===== src/rtl/stream_adder.sv =====
// Pipelined unsigned adder with valid/ready handshake, wrap or saturate mode, and carry-out.
// Optional overflow counter (io_ovf_count/io_ovf_clear) enabled by STREAM_ADDER_OVF_CNT_EN.
module stream_adder #(
  parameter int WIDTH  = 8,
  parameter int STAGES = 2
) (
  input  logic             clk,
  input  logic             reset,
  input  logic             io_in_valid,
  output logic             io_in_ready,
  input  logic [WIDTH-1:0] io_A,
  input  logic [WIDTH-1:0] io_B,
  input  logic             io_sat,
  output logic             io_out_valid,
  input  logic             io_out_ready,
  output logic [WIDTH-1:0] io_X,
  output logic             io_carry
`ifdef STREAM_ADDER_OVF_CNT_EN
  ,
  output logic [15:0]      io_ovf_count,
  input  logic             io_ovf_clear
`endif
);

  localparam int LAST = STAGES - 1;

  function automatic logic [WIDTH-1:0] sat_result(input logic [WIDTH:0] sum, input logic sat);
    if (sat && sum[WIDTH]) return '1;
    return sum[WIDTH-1:0];
  endfunction

  logic [WIDTH:0]   sum;
  logic [STAGES-1:0] vld_p;
  logic [STAGES-1:0] carry_p;
  logic [WIDTH-1:0] x_p [STAGES];
  logic [STAGES-1:0] rdy;

  assign sum = {1'b0, io_A} + {1'b0, io_B};

  // A stage may load when it is empty or its content moves downstream this cycle.
  always_comb begin
    logic r;
    r   = io_out_ready;
    rdy = '0;
    for (int i = STAGES - 1; i >= 0; i--) begin
      r      = !vld_p[i] || r;
      rdy[i] = r;
    end
  end

  assign io_in_ready = rdy[0];

  always_ff @(posedge clk or negedge reset) begin
    if (!reset) begin
      vld_p <= '0;
    end else begin
      if (rdy[0]) vld_p[0] <= io_in_valid;
      for (int i = 1; i < STAGES; i++) begin
        if (rdy[i]) vld_p[i] <= vld_p[i-1];
      end
    end
  end

  // stage 0: add and apply mode; later stages only shift
  always_ff @(posedge clk) begin
    if (rdy[0] && io_in_valid) begin
      x_p[0]     <= sat_result(sum, io_sat);
      carry_p[0] <= sum[WIDTH];
    end
    for (int i = 1; i < STAGES; i++) begin
      if (rdy[i] && vld_p[i-1]) begin
        x_p[i]     <= x_p[i-1];
        carry_p[i] <= carry_p[i-1];
      end
    end
  end

  // output stage: data is masked by valid so it reads zero in and out of reset
  assign io_out_valid = vld_p[LAST];
  assign io_X         = vld_p[LAST] ? x_p[LAST] : '0;
  assign io_carry     = vld_p[LAST] & carry_p[LAST];

`ifdef STREAM_ADDER_OVF_CNT_EN
  logic out_fire;
  assign out_fire = io_out_valid && io_out_ready;

  always_ff @(posedge clk or negedge reset) begin
    if (!reset) begin
      io_ovf_count <= '0;
    end else if (io_ovf_clear) begin
      io_ovf_count <= '0;
    end else if (out_fire && io_carry && (io_ovf_count != 16'hFFFF)) begin
      io_ovf_count <= io_ovf_count + 16'd1;
    end
  end
`endif

endmodule


===== config.mk =====
export PLATFORM = sky130hd
export DESIGN_NAME = stream_adder
export DESIGN_NICKNAME = d
export VERILOG_FILES = /design/src/rtl/stream_adder.sv
export SDC_FILE = /design/constraint.sdc
export NUM_CORES = 1
export LEC_CHECK = 0
export ABC_CLOCK_PERIOD_IN_PS = 1600
export BUFFER_PORTS_ARGS = -buffer_cell sky130_fd_sc_hd__buf_4
export CAP_MARGIN = 20
export CELL_PAD_IN_SITES_DETAIL_PLACEMENT = 0
export CELL_PAD_IN_SITES_GLOBAL_PLACEMENT = 1
export CORE_UTILIZATION = 40
export DETAILED_ROUTE_END_ITERATION = 10
export PLACE_DENSITY = 0.86
export SYNTH_ARGS = -nofsm -noshare
export SYNTH_HDL_FRONTEND = slang
export SYNTH_SLANG_ARGS = --single-unit
export TNS_END_PERCENT = 10

===== constraint.sdc =====
create_clock -name clk -period 1.6 [get_ports clk]
set_clock_uncertainty 0.15 [all_clocks]
set_input_delay 0 -clock clk [delete_from_list [all_inputs] [get_ports clk]]
set_output_delay 0 -clock clk [all_outputs]
set_load 0.01 [all_outputs]

* Word-level counts from Yosys, hierarchy flattened *
Memory sizes are Yosys's and may differ from the RTL's.
Index checks and enable logic that the tools add are counted.

word-level totals
  bits of input ports = 21
  output and inout bits = 11
  register bits = 4
  bits in writable memories = 16
  logic and storage cells = 24
  memories kept = 1

cells by class
  bitwise operators = 1
  reductions and logical operators = 7
  add/subtract/negate cells = 1
  mux-type cells = 10

memories
  name  depth  bits a word  rd ports  clocked after Yosys merged registers in  write ports  line  source
  x_p   2      8            2         0                                        2            35    logic [WIDTH-1:0] x_p [STAGES];

operators by type and width
  operator              count
  two-way mux 8 bit     4
  adder 8 x 8 -> 9 bit  1
  two-way mux 1 bit     6
  logical AND 1 bit     3
  zero test 1 bit       2
  logical OR 1 bit      2
  AND 1 bit             1

* Logic depth before layout (Yosys ltp) *
Gate-level depths: netlist (run 1).

  word-level depth = 7
  gate-level depth with buffers = 6
  depth with buffers taken out = 6

* Least setup slack after synthesis (run 1) *
Ideal clock, no wire load.

  path type = input to register
  from = in io_A[0]
  to = mem x_p[0][6], data pin
  data required time = 1.188 ns
  stages = 6
  path buffers = 0
  arrival = 1.476 ns
  path slack = -0.288 ns
  setup time = 0.262 ns
  cells stage by stage = ha_1 -> fa_1 -> a211oi_2 -> o21bai_1 -> a21oi_1 -> mux2_1

RTL lines
  what             line  source
  start, declared  11    input logic [WIDTH-1:0] io_A,
  end, declared    35

==> flow_summary.ini, run 1 <==
[setup_path]
slowest_delay_ns = 0.39
r2r-start = vld_p[1]$_DFFE_PN0P_
cp-start-kind = input pin
rr_worst_depth = 3
r2r_end = vld_p[0]$_DFFE_PN0N_
cp_data_required_time_ns = 1.50
arrival_ns = 1.50
worstPathMaxFanout = 3
rrSetupSlack_ns = 0.19
end_kind = register
path_cells = buf_6 > ha_4 > fa_2 > a211oi_4 > o21bai_1 > a21oi_1 > mux2_1
cp_slowest_cell = fa_2
path_class = input pin to register

[logic_synthesis]
synth_cells = 91
yosysWarnings = 0
synth_ff_type = edfxtp_1
synth_edf_count = 18
ys_ff_latch = 20
ys_seq_area_frac = 0.524
avgSynthCellArea_sq_um = 12.4
synth_area_leaders = edfxtp_1, ha_1, and2_1
ys_types = 32
synth.top_cell.area_share = 0.479
synthArstFlopShare = 0.100
syn-cell-area_sq_mm = 0.00113
syn-num-nets = 121
synth_top_cell_by_area = edfxtp_1

[sta]
grt_setup_unrepaired = yes
tightest_slew_ns = 0.400
slew_viol_final = 0
fin_ws_ns = -0.00645
relSlewSlack = 0.733
fin_tns_setup_ns = -0.00645
finalSetupViolCount = 1
min_period_over_period = 1.00
whs_ns = 0.0626
fmax_mhz = 622
hold_viol_final = 0
period_minus_slack_ns = 1.61

[clock_network]
cts_htree_levels = 1
cts_tree = done
clockRootBuffer = clkbuf_4
clkLatencyLatePin_ns = 0.28
cts_buffers = 3
clk_pin_slew_worst_paths_ns = 0.10
cts.sinks = 20
cts_buffer_depth = 2

[final_layout]
area_growth_pct = 43.5
instances_no_fill = 175
postLayoutCoreUtil = 0.630
n_fill_cell = 210
layout-drive-gt1-share = 0.393
most-common-layout-cells = buf_4, edfxtp_1, and2_1, ha_1, dlygate4sd3_1
layout_commonest_cell = buf_4
finalNetCount = 176
antennaDiodeCount = 0

[placed_design]
place.gp.congestion = 0.820
place_inst = 164
dpl_worst_slack_ns = -0.337
hpwl_mm = 1.73
portBuffers = 31

[min_path]
hold_path.class = input pin to register
min_path_cells = 3
worstHoldEndpoint = x_p[0][1]$_SDFFCE_PP1P_
min-delay-start = io_B[1]

[run]
drv_cap = 0

[global_route]
grt_pass1_wl_mm = 3.37
grt.overflow.total = 0
grt_pass1_vias = 820
antenna_found_initial = 0
grtUsageTotal = 0.159
grt_max_degree = 12

[drt]
vias = 878
drc = 0
ant_nets = 0
viasPerCell = 5.02
routed_wl_mm = 2.09
first_pass_iters = 4
wire_per_inst_um = 12.0
drt-initial-drc-count = 9

[power]
pwr-share-seq = 0.513
p_comb_frac = 0.308
internal_power_uw = 943
peakVddDrop_v = 0.000437
clockPowerShare = 0.179
p_sw_frac = 0.256
power.net_switching_uw = 325
power.density_mw_per_mm2 = 783
leakagePower_uw = 0.000688

[die]
die_h_um = 55.1
die_w_um = 55.1
core_sq_mm = 0.00257
start_util = 0.439
num_io_pins = 32
dieArea_sq_mm = 0.00303
rows = 18

[status]
violations = setup timing
outcome = finished with violations
-- synth_stat cells (all sizes together) (2+ instances only) --
cell,n
nand2b,4
o21a,5
nor2,4
and2,11
edfxtp,18
a21o,3
o21ai,6
dfrtp,2
a211oi,3
o22ai,3
ha,8
a21oi,5
o21bai,3
inv,4
-- how the worst max path moves through the flow --
stage                  from                       to  slack, ns
global placement    io_A[0]  x_p[0][6]$_SDFFCE_PP1P_      -0.28
detailed placement  io_A[0]  x_p[0][6]$_SDFFCE_PP1P_      -0.34
floorplan           io_A[0]  x_p[0][6]$_SDFFCE_PP1P_       -0.1
CTS                 io_A[0]  x_p[0][6]$_SDFFCE_PP1P_       0.01
global route        io_A[0]  x_p[0][6]$_SDFFCE_PP1P_      -0.06
finish              io_A[0]  x_p[0][6]$_SDFFCE_PP1P_     -0.006
-- per-layer routing --
metal / part of all wire / vias up / global-route usage / wire length, um
met4: 0.0038 / 0 / 0.0500 / 8
met5: 0 / - / 0 / 0
met1: 0.41 / 406 / 0.169 / 861
met3: 0.043 / 2 / 0.0164 / 90
met2: 0.54 / 22 / 0.319 / 1130
li1: - / 448 / - / -
-- cell type report --
| type | count | area [sq um] | share of cell area |
|---|---|---|---|
| Inverter | 4 | 15.0 | 0.00928 |
| Sequential cell | 20 | 591 | 0.365 |
| Clock buffer | 3 | 22.5 | 0.0139 |
| Timing Repair Buffer | 51 | 408 | 0.252 |
| Multi-Input combinational cell | 66 | 541 | 0.334 |
| Tap cell | 30 | 37.5 | 0.0232 |
| Clock inverter | 1 | 3.75 | 0.00232 |
-- cells by family after synthesis --
logic type,count (synthesis),synth area share
buf+inv,5,0.0166
compound gates,30,0.201
fa+ha+maj,9,0.107
xor+xnor,2,0.0155
simple gates,24,0.127
mux,1,0.00999
flops,20,0.524
-- worst max-delay path: cells and delay by family --
family / cells / cell delay [ns]
AOI/OAI and AO/OA: 3 / 0.53
muxes: 1 / 0.33
adders and majority gates: 2 / 0.55
buffers and inverters: 1 / 0.10
-- registers in the layout (all words and copies together) (netlist names) --
signal / count
carry_p: 2
vld_p: 2
x_p: 16
-- power groups by stage --
stage          Sequential, uW  Combinational [uW]  Clock [uW]
6_report                  650                 390         227
5_1_grt                   656                 435         243
4_1_cts                   651                 394         231
3_5_place_dp              663                 370           0
3_3_place_gp              657                 357           0
2_1_floorplan             657                 210           0
-- through the flow --
stage,power (uW),cell area [sq um]
4_1_cts,1280,1620
5_1_grt,1330,1620
6_report,1270,1620
3_5_place_dp,1030,1510
3_3_place_gp,1010,1510
2_1_floorplan,867,1140
-- what timing repair did --
action,CTS,global route
endpoints found under the setup margin,2,4
gates resized for setup,3,0
setup buffers,0,0
hold buffers,7,0
pin swaps,0,1
hold endpoints to repair,7,0
Power figures use the tool's default switching activity.
==> run 2, diff against run 1 <==
--- a/config.mk
+++ b/config.mk
@@ -13,6 +13,7 @@
 export CORE_UTILIZATION = 40
 export DETAILED_ROUTE_END_ITERATION = 10
 export PLACE_DENSITY = 0.86
+export SETUP_SLACK_MARGIN = 0.15
 export SYNTH_ARGS = -nofsm -noshare
 export SYNTH_HDL_FRONTEND = slang
 export SYNTH_SLANG_ARGS = --single-unit
==> run 2 against run 1 <==
The run still ends with setup timing left. Largest cell class unchanged. Register-to-register slack improved by 0.13 ns. Worst hold slack improved by 0.0016 ns. Final cell count did not move. Combinational power barely moved. Non-clock buffer count did not move. Clock power barely moved. Global-route usage did not move. Count of clock-buffer cells in the layout did not move. Critical endpoint unchanged. Die area did not move. Largest power group unchanged.
==> flow_summary.ini, run 2 (synthesis results as in run 1) <==
[status]
outcome = finished with violations
violations = setup timing

[die]
dieArea_sq_mm = 0.00303
start_util = 0.439
num_io_pins = 32
die_w_um = 55.1
die_h_um = 55.1
core_sq_mm = 0.00257
rows = 18

[final_layout]
reg_top3 = x_p (16), carry_p (2), vld_p (2)
largest_register_ffs = 16
postLayoutCoreUtil = 0.632
design_area_sq_mm = 0.00162
most-common-layout-cells = buf_4, edfxtp_1, and2_1, ha_1, dlygate4sd3_1
antennaDiodeCount = 0
largest_register = x_p
area_growth_pct = 44.0
layout_commonest_cell = buf_4
layout-drive-gt1-share = 0.407
finalNetCount = 176

[clock_network]
clkLatencyLatePin_ns = 0.28
cts_buffer_depth = 2
cts_buffers = 3
cts.sinks = 20
cts_htree_levels = 1
clockRootBuffer = clkbuf_4
cts_tree = done
post_cts_buffers = 0
clk_pin_slew_worst_paths_ns = 0.10

[sta]
grt_setup_unrepaired = yes
fmax_mhz = 622
slew_viol_final = 0
fin_ws_ns = -0.00840
hold_viol_final = 0
whs_ns = 0.0642
tightest_slew_ns = 0.272
finalSetupViolCount = 1
period_minus_slack_ns = 1.61
relSlewSlack = 0.818
min_period_over_period = 1.01
fin_tns_setup_ns = -0.00840

[power]
internal_power_uw = 944
p_sw_frac = 0.254
leakagePower_uw = 0.000697
clockPowerShare = 0.177
pwr-share-seq = 0.513
power.net_switching_uw = 322
peakVddDrop_v = 0.000439
p_comb_frac = 0.310
power.density_mw_per_mm2 = 780

[placed_design]
portBuffers = 31
place.gp.congestion = 0.820
hpwl_mm = 1.73
dpl_cell_area_sq_mm = 0.00151

[global_route]
grt_max_degree = 12
grt.overflow.total = 0
grtUsageTotal = 0.159
grt_pass1_vias = 820
antenna_found_initial = 0
grt_pass1_wl_mm = 3.37

[drt]
first_pass_iters = 4
routed_wl_mm = 2.09
viasPerCell = 4.98
drt-initial-drc-count = 9
vias = 872
drc = 0
wire_per_inst_um = 11.9
ant_nets = 0

[min_path]
worstHoldEndpoint = x_p[0][1]$_SDFFCE_PP1P_
min_path_cells = 3
hold_path.class = input pin to register
min-delay-start = io_B[1]

[setup_path]
cp_data_required_time_ns = 1.49
worstPathMaxFanout = 3
end_kind = register
rrSetupSlack_ns = 0.32
rr_worst_depth = 2
path_class = input pin to register
arrival_ns = 1.50
cp-start-kind = input pin
r2r-start = vld_p[1]$_DFFE_PN0P_
r2r_end = x_p[0][4]$_SDFFCE_PP1P_

[run]
drv_cap = 0
## run 2: layout make-up
class / instances / area [sq um]
clock buffers: 3 / 22.5
clock inverters: 1 / 3.75
fillers: 207 / 945
inverters: 4 / 15.0
multi-input cells: 66 / 543
flip-flops and latches: 20 / 591
well taps: 30 / 37.5
repair buffers: 51 / 410
## run 2: worst max path at each step
stage	end	startpoint	cells after the start	slack, ns
2_1_floorplan	x_p[0][6]$_SDFFCE_PP1P_	io_A[0]	6	-0.1
3_3_place_gp	x_p[0][6]$_SDFFCE_PP1P_	io_A[0]	7	-0.28
3_5_place_dp	x_p[0][6]$_SDFFCE_PP1P_	io_A[0]	7	-0.34
4_1_cts	x_p[0][6]$_SDFFCE_PP1P_	io_A[0]	7	0.01
5_1_grt	x_p[0][6]$_SDFFCE_PP1P_	io_A[0]	7	-0.06
6_report	x_p[0][6]$_SDFFCE_PP1P_	io_A[0]	7	-0.008
## run 2: critical path, cell delays in order
cell and delay, ns:
buf_6 0.10, ha_4 0.16, fa_2 0.39, a211oi_4 0.26, o21bai_1 0.10, a21oi_1 0.17
mux2_1 0.33
## run 2: metrics by stage
stage          power, uW  worst slack [ns]  instances
2_1_floorplan        867           -0.0997         91
3_3_place_gp        1010            -0.280        164
3_5_place_dp        1030            -0.337        164
4_1_cts             1280            0.0102        175
5_1_grt             1330           -0.0554        175
6_report            1270          -0.00840        175
## run 2: power groups by stage
stage          registers, uW  clock network, uW  logic [uW]
2_1_floorplan            657                  0         210
3_3_place_gp             657                  0         357
3_5_place_dp             663                  0         370
4_1_cts                  651                231         394
5_1_grt                  655                243         437
6_report                 650                224         393
## run 2: metal layers
metal	GRT usage	up-vias	wire, um
met3	0.0164	2	86
met1	0.169	402	869
met5	0	-	0
met4	0.0500	0	8
met2	0.319	22	1120
li1	-	446	-
## run 2: what timing repair did
item                       CTS  global route
resized for setup            3             3
pin swaps                    1             0
hold endpoints to repair     7             0
hold buffers                 7             0
setup endpoints to repair    9            28
